[config.mk]
export PLATFORM = sky130hd
export DESIGN_NAME = add32_rr_sched
export DESIGN_NICKNAME = d
export VERILOG_FILES = /design/src/rtl/add32_rr_sched.sv
export SDC_FILE = /design/constraint.sdc
export NUM_CORES = 1
export LEC_CHECK = 0
export CORE_AREA = 2 2 156 158
export CTS_CLUSTER_DIAMETER = 40
export DETAILED_ROUTE_END_ITERATION = 16
export DIE_AREA = 0 0 158 160
export PLACE_DENSITY = 0.71
export SYNTH_ARGS = -nofsm -noshare
export SYNTH_HDL_FRONTEND = slang
export SYNTH_SLANG_ARGS = --single-unit
[constraint.sdc]
create_clock -name clk -period 2.5 [get_ports clk]
set_input_delay 0.25 -clock clk [delete_from_list [all_inputs] [get_ports clk]]
set_output_delay 0.25 -clock clk [all_outputs]
set_load 0.03 [all_outputs]
[src/rtl/add32_rr_sched.sv]
`default_nettype none
// ============================================================================
// add32_rr_sched : round-robin scheduler sharing one pipelined adder among
//                  NREQ requesters, routing each result back to its originator
// Revision       : 1.0
// ============================================================================

module add32_rr_sched #(
    parameter int NREQ = 4,
    parameter int W    = 32,
    parameter int LAT  = 5
) (
    input  logic              clk,
    input  logic              rst_n,
    input  logic [NREQ-1:0]   req_valid,
    input  logic [NREQ*W-1:0] req_a,
    input  logic [NREQ*W-1:0] req_b,
    input  logic [NREQ-1:0]   req_cin,
    output logic [NREQ-1:0]   req_ready,
    output logic [W-1:0]      add_a,
    output logic [W-1:0]      add_b,
    output logic              add_cin,
    input  logic [W-1:0]      add_sum,
    input  logic              add_cout,
    output logic [NREQ-1:0]   rsp_valid,
    output logic [W-1:0]      rsp_sum,
    output logic              rsp_cout,
    input  logic              quiesce,
    output logic              idle
);

    localparam int IDW = (NREQ > 1) ? $clog2(NREQ) : 1;

    typedef enum logic [1:0] {
        ST_RUN   = 2'd0,
        ST_DRAIN = 2'd1,
        ST_HALT  = 2'd2
    } state_t;

    state_t                state_q, state_d;
    logic [IDW-1:0]        ptr_q, ptr_d;
    logic [LAT:0]          tag_vld_q, tag_vld_d;
    logic [LAT:0][IDW-1:0] tag_id_q, tag_id_d;
    logic [W-1:0]          add_a_q, add_a_d;
    logic [W-1:0]          add_b_q, add_b_d;
    logic                  add_cin_q, add_cin_d;
    logic [NREQ-1:0]       rsp_valid_q, rsp_valid_d;
    logic [W-1:0]          rsp_sum_q, rsp_sum_d;
    logic                  rsp_cout_q, rsp_cout_d;

    logic                  grant_en;
    logic                  grant;
    logic [IDW-1:0]        grant_idx;
    logic [IDW-1:0]        cand;
    logic                  pipe_empty;

    assign pipe_empty = ~|tag_vld_q;
    // quiesce masks the grant combinationally, even before the FSM leaves RUN
    assign grant_en   = (state_q == ST_RUN) && !quiesce;

    always_comb begin
        grant     = 1'b0;
        grant_idx = '0;
        cand      = '0;
        for (int off = 1; off <= NREQ; off++) begin
            cand = IDW'((int'(ptr_q) + off) % NREQ);
            if (grant_en && !grant && req_valid[cand]) begin
                grant     = 1'b1;
                grant_idx = cand;
            end
        end
    end

    always_comb begin
        req_ready = '0;
        if (grant) begin
            req_ready[grant_idx] = 1'b1;
        end
    end

    always_comb begin
        state_d = state_q;
        case (state_q)
            ST_RUN: begin
                if (quiesce) state_d = ST_DRAIN;
            end
            ST_DRAIN: begin
                if (!quiesce)        state_d = ST_RUN;
                else if (pipe_empty) state_d = ST_HALT;
            end
            ST_HALT: begin
                if (!quiesce) state_d = ST_RUN;
            end
            default: state_d = ST_RUN;
        endcase
    end

    always_comb begin
        ptr_d     = ptr_q;
        add_a_d   = add_a_q;
        add_b_d   = add_b_q;
        add_cin_d = add_cin_q;
        if (grant) begin
            ptr_d     = grant_idx;
            add_a_d   = req_a[int'(grant_idx)*W +: W];
            add_b_d   = req_b[int'(grant_idx)*W +: W];
            add_cin_d = req_cin[grant_idx];
        end
    end

    // Entry 0 is this cycle's grant; entry LAT lines up with the adder output.
    always_comb begin
        tag_vld_d   = {tag_vld_q[LAT-1:0], grant};
        tag_id_d    = tag_id_q;
        tag_id_d[0] = grant_idx;
        for (int j = 1; j <= LAT; j++) begin
            tag_id_d[j] = tag_id_q[j-1];
        end
    end

    always_comb begin
        rsp_valid_d = '0;
        rsp_sum_d   = rsp_sum_q;
        rsp_cout_d  = rsp_cout_q;
        if (tag_vld_q[LAT]) begin
            rsp_valid_d[tag_id_q[LAT]] = 1'b1;
            rsp_sum_d                  = add_sum;
            rsp_cout_d                 = add_cout;
        end
    end

    always_ff @(posedge clk or negedge rst_n) begin
        if (!rst_n) begin
            state_q     <= ST_RUN;
            ptr_q       <= IDW'(NREQ - 1);
            tag_vld_q   <= '0;
            tag_id_q    <= '0;
            add_a_q     <= '0;
            add_b_q     <= '0;
            add_cin_q   <= 1'b0;
            rsp_valid_q <= '0;
            rsp_sum_q   <= '0;
            rsp_cout_q  <= 1'b0;
        end else begin
            state_q     <= state_d;
            ptr_q       <= ptr_d;
            tag_vld_q   <= tag_vld_d;
            tag_id_q    <= tag_id_d;
            add_a_q     <= add_a_d;
            add_b_q     <= add_b_d;
            add_cin_q   <= add_cin_d;
            rsp_valid_q <= rsp_valid_d;
            rsp_sum_q   <= rsp_sum_d;
            rsp_cout_q  <= rsp_cout_d;
        end
    end

    assign add_a     = add_a_q;
    assign add_b     = add_b_q;
    assign add_cin   = add_cin_q;
    assign rsp_valid = rsp_valid_q;
    assign rsp_sum   = rsp_sum_q;
    assign rsp_cout  = rsp_cout_q;
    assign idle      = pipe_empty && ((state_q != ST_RUN) || (req_valid == '0));

endmodule

`default_nettype wire

Word-level counts from Yosys, hierarchy flattened
Cells that the tools add are included.

Logic and storage cells: 85. Output and inout port bits: 107. Flip-flop bits (word level): 124. Input bits: 300.

Shifts and indexed selects: 2. Order comparisons: 8. Reduce and logical (&&, ||, !) cells: 22. Equal/unequal tests: 5. Add/subtract/negate cells: 4. Multiplexer cells: 29.

Operators with widths (number): indexed part select 128 x 8 -> 32 bit (2); < comparator 2 x 3 -> 1 bit (second input constant) (6); two-way mux 2 bit (8); logical AND 1 bit (11); two-way mux 1 bit (11); binary-select mux 1 bit (select 2 bit) (5); two-way mux 4 bit (2); case mux 2 bit (3 select lines) (1); OR reduction 6 bit (1); zero test 1 bit (5); adder 2 x 1 -> 2 bit (second input constant) (2); adder 2 bit (second input constant) (2); demux 1 bit (select 2 bit) (2); greater-or-equal comparator 2 x 1 -> 1 bit (second input constant) (2); zero test 4 bit (1); inequality test 2 bit (second input constant) (2); inequality test 3 bit (second input constant) (1); AND reduction 3 bit (1); == test 2 x 1 -> 1 bit (second input constant) (1); == test 2 bit (second input constant) (1); zero test 2 bit (1); nonzero test 2 bit (1); logical OR 1 bit (1).

Logic depth before layout (Yosys ltp)
Word-level depth: 22. Mapped depth: 9. Gate-level depth less buffers: 6.

Worst setup path before layout
No wires, ideal clock.

Path kind: register to output. Start point: register state_q[1]. End point: output port req_ready[2]. Required time: 2250 ps. Buffers on the path: 3. Arrival time: 2012 ps. Setup slack: 238 ps. Stages on the path, launching flop included: 7. Cells stage by stage: dfrtp_1 > or3_4 > or3_1 > clkbuf_1 > buf_6 > buf_6 > nor2_1.

Word-level cells in the longest chain between the ends: 21. Elaborated cells on any way between the ends: 26. Those cells by class: order compare (2); mux (11); reduce/logical (13).

Ends and longest elaborated chain: start: declaration (line 40) `state_t state_q, state_d;`; start signal: assignment (line 145) `state_q <= state_d;`; zero test 2 bit (*) (line 59) `assign grant_en = (state_q == ST_RUN) && !quiesce;`; logical AND 1 bit (*) (line 59); logical AND 1 bit (line 67) `if (grant_en && !grant && req_valid[cand]) begin`; two-way mux 1 bit (line 67); zero test 1 bit (line 67); logical AND 1 bit (2 in series) (line 67); two-way mux 1 bit (line 67); zero test 1 bit (line 67); [3 not listed]; zero test 1 bit (line 67); logical AND 1 bit (2 in series) (line 67); two-way mux 2 bit (line 67); < comparator 2 x 3 -> 1 bit (implied by the code) / greater-or-equal comparator 2 x 1 -> 1 bit (equally long branches) (line 77) `req_ready[grant_idx] = 1'b1;`; logical AND 1 bit (implied by the code) (line 77); two-way mux 1 bit (implied by the code) (line 77); demux 1 bit (select 2 bit) (line 77); two-way mux 4 bit (*) (line 76) `if (grant) begin`; end: declaration (line 19) `output logic [NREQ-1:0] req_ready,`.

Every way passes the cells marked *; elsewhere a longest branch is shown, timed or not.

Final worst setup path
Start point: register ptr_q[1]. End point: output port req_ready[3].

Word-level cells in the longest chain between the ends: 22. Elaborated cells on any way between the ends: 36. Those cells by class: add/sub (4); order compare (2); mux (19); reduce/logical (11).

Ends and longest elaborated chain: start: declaration (line 41) `logic [IDW-1:0] ptr_q, ptr_d;`; start signal: assignment (line 135) `ptr_q <= IDW'(NREQ - 1);`; start signal: assignment (line 146) `ptr_q <= ptr_d;`; adder 2 x 1 -> 2 bit (line 66) `cand = IDW'((int'(ptr_q) + off) % NREQ);`; binary-select mux 1 bit (select 2 bit) (line 67); two-way mux 1 bit (implied by the code) (line 67); logical AND 1 bit (line 67); two-way mux 1 bit (line 67); zero test 1 bit (line 67); logical AND 1 bit (2 in series) (line 67); two-way mux 1 bit (line 67); [4 not listed]; zero test 1 bit (line 67); logical AND 1 bit (2 in series) (line 67); two-way mux 2 bit (line 67); < comparator 2 x 3 -> 1 bit (implied by the code) / greater-or-equal comparator 2 x 1 -> 1 bit (equally long branches) (line 77); logical AND 1 bit (implied by the code) (line 77); two-way mux 1 bit (implied by the code) (line 77); demux 1 bit (select 2 bit) (line 77); two-way mux 4 bit (*) (line 76).

Every way passes the cells marked *; elsewhere a longest branch is shown, timed or not. The select of a mux whose other input is x is not followed.

==> flow_metrics.tcl <==
set metrics [dict create \
    status "complete, no violations" \
    endpoint_kind "output pin" \
    cts_root_buf "clkbuf_16" \
    clock_skew_ns 0.01200 \
    p_clk_share_pct 24.5 \
    multi_input_area_mm2 0.002690 \
    finalHoldViolCount 0 \
    hold_start "tag_id_d[10]$_DFF_PN0_" \
    synth_top_area_cell "dfrtp_1" \
    initial_core_util_pct 24.81 \
    first_global_vias 6345 \
    postLayoutCoreUtil_pct 46.83 \
    pin_count 407 \
    antenna_found_initial 0 \
    drtAntennaViolNets 0 \
    whs_ns 0.3447 \
    critical_path_class "flop to output pin" \
    sequentialPowerShare_pct 29.8 \
    final_area_mm2 0.01116 \
    cp.arrival_ns 2.13 \
    drive_above_1_share_pct 12.19 \
    coreArea_mm2 0.02382 \
    period_share_pct 95.17 \
    min_to "tag_id_q[10]$_DFF_PN0_" \
    path_buf_inv 2 \
    maxCapViolCount 0 \
    required_ns 2.25 \
    synthArstFlopShare_pct 100.0 \
    rows 57 \
    cts.htree.levels 4 \
    die_w_um 158 \
    rr_worst_depth 6 \
    synth_warnings 0 \
    vias 6038 \
    placedInstanceArea_mm2 0.01046 \
    combPwrFrac_pct 45.7 \
    synthFlopType "dfrtp_1" \
    drtPass1Iterations 5 \
    num-fill-cells 2308 \
    grt-ovfl-total 0 \
    slew_violations 0 \
    reg2reg_slack_ns 0.21 \
    crit_path_top_delay_cell "dfstp_2" \
    wl_per_cell_um 19.12 \
    numPortBuffers 406 \
    die_h_um 160 \
    insertion_delay_ns 0.42 \
    p_switching_mw 4.022 \
    hold_class "flop to flop" \
    syn_inst 512 \
    final_cell_mix "clkdlybuf4s50_1, dfrtp_1, nand2_1" \
    num_antenna_cells 0 \
    initialDrtViolationCount 317 \
    synth_edf_count 0 \
    dp_hpwl_mm 17.40 \
    final_common_cell "clkdlybuf4s50_1" \
    syn-cell-area_mm2 0.005909 \
    cts_made_buffers 17 \
    nNetsFinal 1214 \
    holdPathStages 0 \
    synth_cell_types 30 \
    cp_top_family "compound AO/OA/AOI/OAI gates" \
    critPathLaunchType "flop" \
    max_clock_freq_mhz 420.3 \
    dp.cells 1215 \
    drcViolationCount 0 \
    via_per_inst 4.827 \
    slew_headroom_pct 53.41 \
    syn-mean-instance-area_um2 11.54 \
    swShare_pct 39.05 \
    crit_fanout 7 \
    p_int_mw 6.279 \
    cts.sinks 124 \
    cts.clk_slew.worst_paths_ns 0.07 \
    r2r-start "state_q[1]$_DFFE_PN0P_" \
    synthTopCellsByArea "dfrtp_1, mux2i_1, a32oi_1" \
    synth-seq-cells 124 \
    grt_first_pass_wirelength_mm 35.42 \
    synth_top_cell_area_share_pct 51.66 \
    instances_no_fill 1251 \
    gr-usage-all-layers_pct 18.44 \
    reg2reg_to "add_b[10]$_DFFE_PN0P_" \
    ys_seq_area_share_pct 52.55 \
    cts_tree "built" \
    seqCellArea_mm2 0.003105 \
    clock_path_buffers 2 \
    period_needed_ns 2.379 \
    syn_nets 812 \
    total_leakage_power_nw 4.644 \
    dieArea_mm2 0.02528 \
    grt_max_degree 74 \
    place_congestion 0.8005 \
    finalSetupViolCount 0 \
    tightestPinTransition_ns 0.6988 \
    pwr_density_cell_mw_per_mm2 923.4 \
    critPathMaxStageDelay_ns 0.60 \
    synthToLayoutAreaGrowth_pct 88.78 \
    crit_chain "nand2b_4 > a31oi_4 > a2111oi_4 > clkbuf_16 > buf_6" \
    wirelength_mm 23.92 \
    irDropWorstVdd_mv 0.4324 \
]
through the flow:
step	TNS (ns)	setup WS (ns)	total power, mW
final	0	0.1208	10.30
after global routing	-0.007575	-0.007575	10.82
after CTS	0	0.02044	10.40
after detailed placement	0	0.02453	7.787
after global placement	0	0.1154	7.716
after floorplan	0	0.2377	5.441
synthesized netlist by cell type (3+ instances only):
cell      count
mux2_2       33
o211ai_1     65
nor3b_1       3
inv_1         3
buf_2        16
mux2i_1      66
nor2_1       10
dfrtp_1     122
a21oi_1       3
clkbuf_1     30
nand2_1      73
a32oi_1      65
per-layer routing:
layer / vias up / routed length [um] / GRT usage, %
li1: 2786 / - / -
met1: 2910 / 9304 / 21.65
met2: 306 / 12030 / 32.04
met3: 36 / 2003 / 5.156
met4: 0 / 581 / 6.470
met5: - / 0 / 0
cell families after synthesis:
family / Yosys count / share of synthesized area (%)
compound gates: 138 / 18.89
flops: 124 / 52.55
buf+inv: 52 / 3.896
simple gates: 98 / 7.008
mux: 100 / 17.66
power groups by stage:
stage / Clock [mW] / Combinational [mW] / Sequential, mW
finish: 2.52 / 4.71 / 3.07
global route: 2.70 / 4.97 / 3.15
CTS: 2.61 / 4.73 / 3.06
detailed placement: 0 / 4.71 / 3.08
global placement: 0 / 4.64 / 3.08
floorplan: 0 / 1.19 / 4.25
worst max-delay path by stage:
stage | start | to | cells after the start
2_1_floorplan | state_q[1]$_DFFE_PN0P_ | req_ready[2] | 6
3_3_place_gp | quiesce | req_ready[1] | 6
3_5_place_dp | req_valid[3] | add_b[22]$_DFFE_PN0P_ | 8
4_1_cts | ptr_q[1]$_DFFE_PN1P_ | req_ready[3] | 6
5_1_grt | ptr_q[1]$_DFFE_PN1P_ | req_ready[3] | 5
6_report | ptr_q[1]$_DFFE_PN1P_ | req_ready[3] | 5
state kept, by name, summed over array words and instances (netlist names):
| signal | cells |
|---|---|
| add_a | 32 |
| add_b | 32 |
| add_cin | 1 |
| ptr_q | 2 |
| rsp_cout | 1 |
| rsp_sum | 32 |
| rsp_valid | 4 |
| state_q | 2 |
| tag_id_d | 10 |
| tag_id_q | 2 |
| tag_vld_q | 6 |
final cells by class:
| cell class | instances | share of cell area [%] |
|---|---|---|
| timing repair buffer | 430 | 38.94 |
| sequential | 124 | 27.84 |
| multi-input combinational | 337 | 24.11 |
| clock buffer | 17 | 3.813 |
| tap | 324 | 3.634 |
| clock inverter | 15 | 1.525 |
| inverter | 4 | 0.1346 |
repair_timing:
item,in CTS,in global routing
resized for setup,3,10
cloned,1,0
endpoints found under the setup margin,2,4
pin swaps,2,3
hold buffers,1,0
setup buffers,0,4
hold endpoints to repair,69,0
Note: power is estimated with default switching activity, not from simulation.
